[config.mk]
export PLATFORM = sky130hd
export DESIGN_NAME = program_loader_flat
export DESIGN_NICKNAME = d
export VERILOG_FILES = /design/src/rtl/program_loader_if.sv /design/src/rtl/program_loader.sv /design/src/flat_wrapper.sv
export SDC_FILE = /design/constraint.sdc
export NUM_CORES = 1
export LEC_CHECK = 0
export ABC_AREA = 1
export CORE_ASPECT_RATIO = 1.4
export CORE_MARGIN = 2
export CORE_UTILIZATION = 45
export DETAILED_ROUTE_END_ITERATION = 6
export PLACE_DENSITY_LB_ADDON = 0.08
export SYNTH_ARGS = -nofsm -noshare
export SYNTH_HDL_FRONTEND = slang
export SYNTH_SLANG_ARGS = --single-unit
[constraint.sdc]
create_clock -name clk1 -period 4.85 [get_ports clk1]
set_clock_uncertainty 0.1 [all_clocks]
set_input_delay 0.7275 -clock clk1 [delete_from_list [all_inputs] [get_ports clk1]]
set_output_delay 0.7275 -clock clk1 [all_outputs]
set_load 0.01 [all_outputs]
[src/rtl/program_loader_if.sv]
// Byte-stream input and instruction-memory write port of the program loader.
// The slave modport is the loader's view; the master modport is the stream source / memory side.
interface program_loader_if #(
    parameter int unsigned ADDR_W = 10
) ();
    logic              in_valid;
    logic [7:0]        in_data;
    logic              in_ready;
    logic              mem_we;
    logic [ADDR_W-1:0] mem_addr;
    logic [31:0]       mem_wdata;

    modport master (
        output in_valid, in_data,
        input  in_ready, mem_we, mem_addr, mem_wdata
    );

    modport slave (
        input  in_valid, in_data,
        output in_ready, mem_we, mem_addr, mem_wdata
    );
endinterface

[src/rtl/program_loader.sv]
// Loads a length-prefixed, XOR-checksummed byte stream into instruction memory
// as 32-bit little-endian words, then releases the processor from halt.
module program_loader #(
    parameter int unsigned ADDR_W = 10
) (
    input  logic              clk1,
    input  logic              rst_n,
    input  logic              load_start,
    input  logic [ADDR_W-1:0] base_addr,
    program_loader_if.slave   bus,
    output logic              busy,
    output logic              done,
    output logic              err,
    output logic              cpu_run,
    output logic [15:0]       words_loaded
);

    typedef enum logic [2:0] {IDLE, HDR0, HDR1, DATA, CSUM, DONE, ERR} state_t;

    state_t            state, state_nxt;
    logic [7:0]        hdr_lo;
    logic [15:0]       n_words;
    logic [ADDR_W-1:0] base;
    logic [1:0]        byte_idx;
    logic [23:0]       word_acc;
    logic [7:0]        csum;

    logic              active;
    logic              start_ok;
    logic              accept;
    logic [15:0]       n_hdr;
    logic              n_too_big;
    logic              last_byte;
    logic              last_word;

    always_comb begin
        active    = (state == HDR0) || (state == HDR1) || (state == DATA) || (state == CSUM);
        start_ok  = load_start && ((state == IDLE) || (state == DONE) || (state == ERR));
        accept    = active && bus.in_valid;
        n_hdr     = {bus.in_data, hdr_lo};
        n_too_big = 32'(n_hdr) > (32'd1 << ADDR_W);
        last_byte = (byte_idx == 2'd3);
        last_word = (words_loaded + 16'd1) == n_words;
    end

    always_ff @(posedge clk1) begin
        if (!rst_n) state <= IDLE;
        else        state <= state_nxt;
    end

    always_comb begin
        state_nxt = state;
        unique case (state)
            IDLE, DONE, ERR: if (start_ok) state_nxt = HDR0;
            HDR0: if (accept) state_nxt = HDR1;
            HDR1: if (accept) begin
                if (n_hdr == 16'd0)  state_nxt = CSUM;
                else if (n_too_big)  state_nxt = ERR;
                else                 state_nxt = DATA;
            end
            DATA: if (accept && last_byte && last_word) state_nxt = CSUM;
            CSUM: if (accept) state_nxt = (bus.in_data == csum) ? DONE : ERR;
            default: state_nxt = IDLE;
        endcase
    end

    always_comb begin
        bus.in_ready = active;
        busy         = active;
        done         = (state == DONE);
        err          = (state == ERR);
        cpu_run      = (state == DONE);
    end

    always_ff @(posedge clk1) begin
        if (!rst_n) begin
            hdr_lo        <= '0;
            n_words       <= '0;
            base          <= '0;
            byte_idx      <= '0;
            word_acc      <= '0;
            csum          <= '0;
            words_loaded  <= '0;
            bus.mem_we    <= 1'b0;
            bus.mem_addr  <= '0;
            bus.mem_wdata <= '0;
        end else begin
            bus.mem_we <= 1'b0;
            if (start_ok) begin
                base         <= base_addr;
                words_loaded <= '0;
                csum         <= '0;
                byte_idx     <= '0;
            end
            if (accept) begin
                unique case (state)
                    HDR0: hdr_lo  <= bus.in_data;
                    HDR1: n_words <= n_hdr;
                    DATA: begin
                        csum     <= csum ^ bus.in_data;
                        byte_idx <= byte_idx + 2'd1;
                        if (last_byte) begin
                            bus.mem_we    <= 1'b1;
                            bus.mem_addr  <= base + ADDR_W'(words_loaded);
                            bus.mem_wdata <= {bus.in_data, word_acc};
                            words_loaded  <= words_loaded + 16'd1;
                        end else begin
                            // shift in from the top so byte 0 ends up in [7:0] after three bytes
                            word_acc <= {bus.in_data, word_acc[23:8]};
                        end
                    end
                    default: ;
                endcase
            end
        end
    end

endmodule

[src/flat_wrapper.sv]
// flat-port wrapper written by rule: the top's interface ports become plain ports
module program_loader_flat 
#(
    parameter int unsigned ADDR_W = 10
)
  (clk1, rst_n, load_start, base_addr, busy, done, err, cpu_run, words_loaded, bus_in_valid, bus_in_data, bus_in_ready, bus_mem_we, bus_mem_addr, bus_mem_wdata);
  program_loader_if #(.ADDR_W(ADDR_W)) bus_i ();
  input  logic clk1;
  input  logic rst_n;
  input  logic load_start;
  input  logic [ADDR_W-1:0] base_addr;
  output logic busy;
  output logic done;
  output logic err;
  output logic cpu_run;
  output logic [15:0] words_loaded;
  input wire logic [$bits(bus_i.in_valid)-1:0] bus_in_valid;
  input wire logic [$bits(bus_i.in_data)-1:0] bus_in_data;
  output wire logic [$bits(bus_i.in_ready)-1:0] bus_in_ready;
  output wire logic [$bits(bus_i.mem_we)-1:0] bus_mem_we;
  output wire logic [$bits(bus_i.mem_addr)-1:0] bus_mem_addr;
  output wire logic [$bits(bus_i.mem_wdata)-1:0] bus_mem_wdata;
  assign bus_i.in_valid = bus_in_valid;
  assign bus_i.in_data = bus_in_data;
  assign bus_in_ready = bus_i.in_ready;
  assign bus_mem_we = bus_i.mem_we;
  assign bus_mem_addr = bus_i.mem_addr;
  assign bus_mem_wdata = bus_i.mem_wdata;
  program_loader #(.ADDR_W(ADDR_W)) u_core (.clk1(clk1), .rst_n(rst_n), .load_start(load_start), .base_addr(base_addr), .bus(bus_i), .busy(busy), .done(done), .err(err), .cpu_run(cpu_run), .words_loaded(words_loaded));
endmodule
==> impl.org <==
** Critical path
- The critical path in this run is classified as input port to flip-flop.
- Arrival time at the worst endpoint :: 2.99 ns
- STA classifies the critical path startpoint as an input port.
- Required time worst endpoint :: 5.12 ns
- STA classifies the critical path endpoint as a flip-flop.
- Worst-path fanout max :: 35

** Global routing
- Antenna violations before repair :: 0
- Maximum number of pins on one net before global-route repair :: 68
- First-pass GRT wire length :: 24.7 mm
- Summed over all layers, the global routing overflow is 0.
- Across every metal layer, demand over resource in global routing totals 22.9%.
- Via count of the first global-routing pass :: 5054

** Placement
- Number of port buffers :: 85
- In this run the cell area measured after placement is 6670 um^2.
- The wire-length estimate of the detail-placed layout is 10.6 mm.
- Setup WS pre-CTS :: 1.66 ns
- Total placed cells including tap cells :: 964
- Routability-driven placement congestion ratio :: 0.859

** Timing
- The worst path uses 56.1% of the clock period.
- Worst Hold Slack :: 0.357 ns
- For the pin with the worst max-slew slack, the measured transition is 0.559 ns.
- Highest clock rate :: 0.367 GHz
- The final count of pins violating max slew was 0.
- Number of endpoints with negative hold slack in the final report :: 0
- RSZ-0062 raised after global routing :: false
- Setup violations remaining at the end of the flow were counted as 0.
- TNS Setup :: 0 ns
- Measured against its own limit, the worst slew margin works out to 62.6%.
- Across all setup checks in the final design, the least slack found is 2.13 ns.
- Minimum clock period after layout :: 2.72 ns

** Clock tree
- Sink count of the clock tree :: 130
- Clock tree from TritonCTS :: yes
- The root buffer cell chosen for the clock tree is clkbuf_16.
- Clock buffers created by TritonCTS :: 17
- Number of levels the H-tree was split into :: 4
- Clock latency on the worst-skew pair, taken at its later pin, is 0.42 ns.
- Clock buffer depth :: 2
- Resize count post-CTS :: 0
- Clock-pin slew of the registers on the worst-case setup and hold paths :: 0.06 ns
- Hold-fix buffers, CTS :: 0
- Total setup buffers inserted after CTS :: 0

** Logic synthesis
- Top cells by area in the synthesized netlist :: dfxtp_1 45%, nand2_1 8.5%, o21ai_0 7.1%
- Cell taking the most area after synthesis :: dfxtp_1
- Net Count, Synth :: 789
- Share of async-settable or async-resettable flops after synthesis :: 0%
- Post-synthesis sequential element count :: 130
- Counting instances in the post-synthesis netlist gives the leading cell types as 131 x nand2_1, 130 x dfxtp_1, 84 x nor2_1.
- Of the post-synthesis cell area, the dominant cell type holds 45.2%.
- By instance count, the leading cell after synthesis is nand2_1.
- The synthesized netlist occupies a cell area of 5750 um^2.
- Dominant synthesized flop cell :: dfxtp_1
- Number of synthesized flops with an enable pin :: 0
- Yosys printed 0 warnings.
- A synthesized cell averages 7.62 um^2.
- Counting every instance in the synthesized netlist gives 755.
- Part of the Yosys area used for sequential elements :: 45.2%
- Counting distinct cell types in the post-synthesis netlist gives 36.

** Status
- The run finished with clean final reports.

** Floorplanning
- In this run the vertical extent of the chip is 138 um.
- Pin placement for this block handled 86 I/O pins.
- # rows :: 48
- The die is 99.6 um wide.
- Starting density of the core :: 46.3%
- After floorplanning, the core was sized to cover 12400 um^2.
- Total die area :: 13700 um^2

** Layout
- Finished layout cell area :: 7290 um^2
- The area growth from synthesis to layout is 26.7%.
- Antenna cells :: 0
- Number of nets in the layout :: 867
- Once layout is complete, the cells apart from fillers number 996.
- Layout cells sized above 1 :: 6.74%

** Power
- IR drop worst, VDD :: 0.235 mV
- The analysis attributes to cell leakage a power of 3.05 nW.
- Power per unit of standard cell area :: 423 nW/um^2

** Worst hold path
- The min-delay analysis places its worst path in the category flip-flop to flip-flop.

** Detailed routing
- After the first detailed-routing iteration, the DRC count stood at 265.
- After detailed routing, the number of vias per cell comes to 5.27.
- Number of antenna-violating nets in the routed design :: 0
- Detailed routing inserted a total of 5245 vias.
- For this run, the detailed router's first-pass iteration total came to 5.
- Routed WL :: 15.0 mm
- For this run, design rule violations remaining after detail routing come to 0.
- Dividing the detail-routed wire length by the instance count gives 15.0 um.

** Flow run
- The tool flagged a number of max-cap violations equal to 0.
[power breakdown]
| part | leakage (nW) | total, mW | switching [mW] | internal, mW |
|---|---|---|---|---|
| sequential | 1.05 | 1.22 | 0.0646 | 1.16 |
| combinational | 1.70 | 0.516 | 0.324 | 0.193 |
| clock | 0.299 | 1.35 | 0.521 | 0.825 |
[cell families after synthesis]
kind of cell	after synthesis	share of synthesized area [%]
simple gates	295	22.7
compound gates	191	18.7
buf+inv	111	7.96
flops	130	45.2
xor+xnor	16	2.70
fa+ha+maj	12	2.74
[area by class of cell]
class,count,area (um^2)
clock inverters,15,198
well taps,150,188
repair buffers,89,876
fillers,1162,5140
flip-flops and latches,130,2600
clock buffers,17,425
multi-input cells,514,2700
inverters,81,307
[through the flow]
step	util, %	total power, mW
after floorplan	-	1.61
final	58.7	3.09
after CTS	58.7	3.11
after global routing	58.7	3.24
after global placement	53.6	1.75
after detailed placement	53.6	1.76
[registers in the layout (all words and copies together), names as in the netlist]
register              count
u_core.bus.mem_we         1
u_core.hdr_lo             8
u_core.csum               8
u_core.byte_idx           2
u_core.n_words           16
u_core.state              3
u_core.word_acc          24
u_core.base              10
u_core.words_loaded      16
u_core.bus.mem_wdata     32
u_core.bus.mem_addr      10
[placed cells by master (no fill, tap or decap), types with 2 or more instances in the layout]
| master | instances |
|---|---|
| clkinvlp_4 | 2 |
| ha_1 | 11 |
| o22ai_1 | 6 |
| nand2_2 | 2 |
| inv_1 | 72 |
| inv_6 | 5 |
| nor3_1 | 3 |
| o21bai_1 | 2 |
| nor2_1 | 83 |
| inv_8 | 2 |
| nor2_8 | 3 |
| clkdlybuf4s50_1 | 84 |
| clkbuf_16 | 17 |
| dfxtp_1 | 130 |
| xnor2_1 | 3 |
| nor2_4 | 3 |
| a211oi_1 | 3 |
| nand4_1 | 12 |
| o21ai_1 | 15 |
| nand3_1 | 47 |
| inv_2 | 7 |
| buf_4 | 4 |
| a22o_1 | 25 |
| bufinv_16 | 3 |
| o21ai_0 | 82 |
| nand3b_1 | 5 |
| nor4_1 | 2 |
| nor2_2 | 4 |
| clkinv_4 | 3 |
| a21oi_1 | 56 |
| nand2_1 | 131 |
| xor2_1 | 12 |
[path summary, 6_finish.rpt]
kind / cells past startpoint / start / to / slack, ns
max: 11 / bus_in_valid / u_core.words_loaded[10] / 2.13
min: 2 / u_core.bus.mem_addr[3] / u_core.bus.mem_addr[3] / 0.36
max reg2reg: 14 / u_core.state[1] / u_core.words_loaded[10] / 2.26
min reg2reg: 2 / u_core.bus.mem_addr[3] / u_core.bus.mem_addr[3] / 0.36
[critical path: stages]
cell	delay (ns)
clkdlybuf4s50_1	0.48
inv_1	0.12
nor2_8	0.16
inv_4	0.11
nor2_8	0.17
inv_2	0.10
nor2_8	0.39
inv_2	0.34
o21ai_0	0.16
o21ai_0	0.12
inv_1	0.06
[metal layers]
layer  wire [um]  GRT usage (%)
met3         565           5.38
met1        6550           27.5
met4         286           8.60
met5           0              0
met2        7570           39.5
Note: power is estimated with default switching activity, not from simulation.
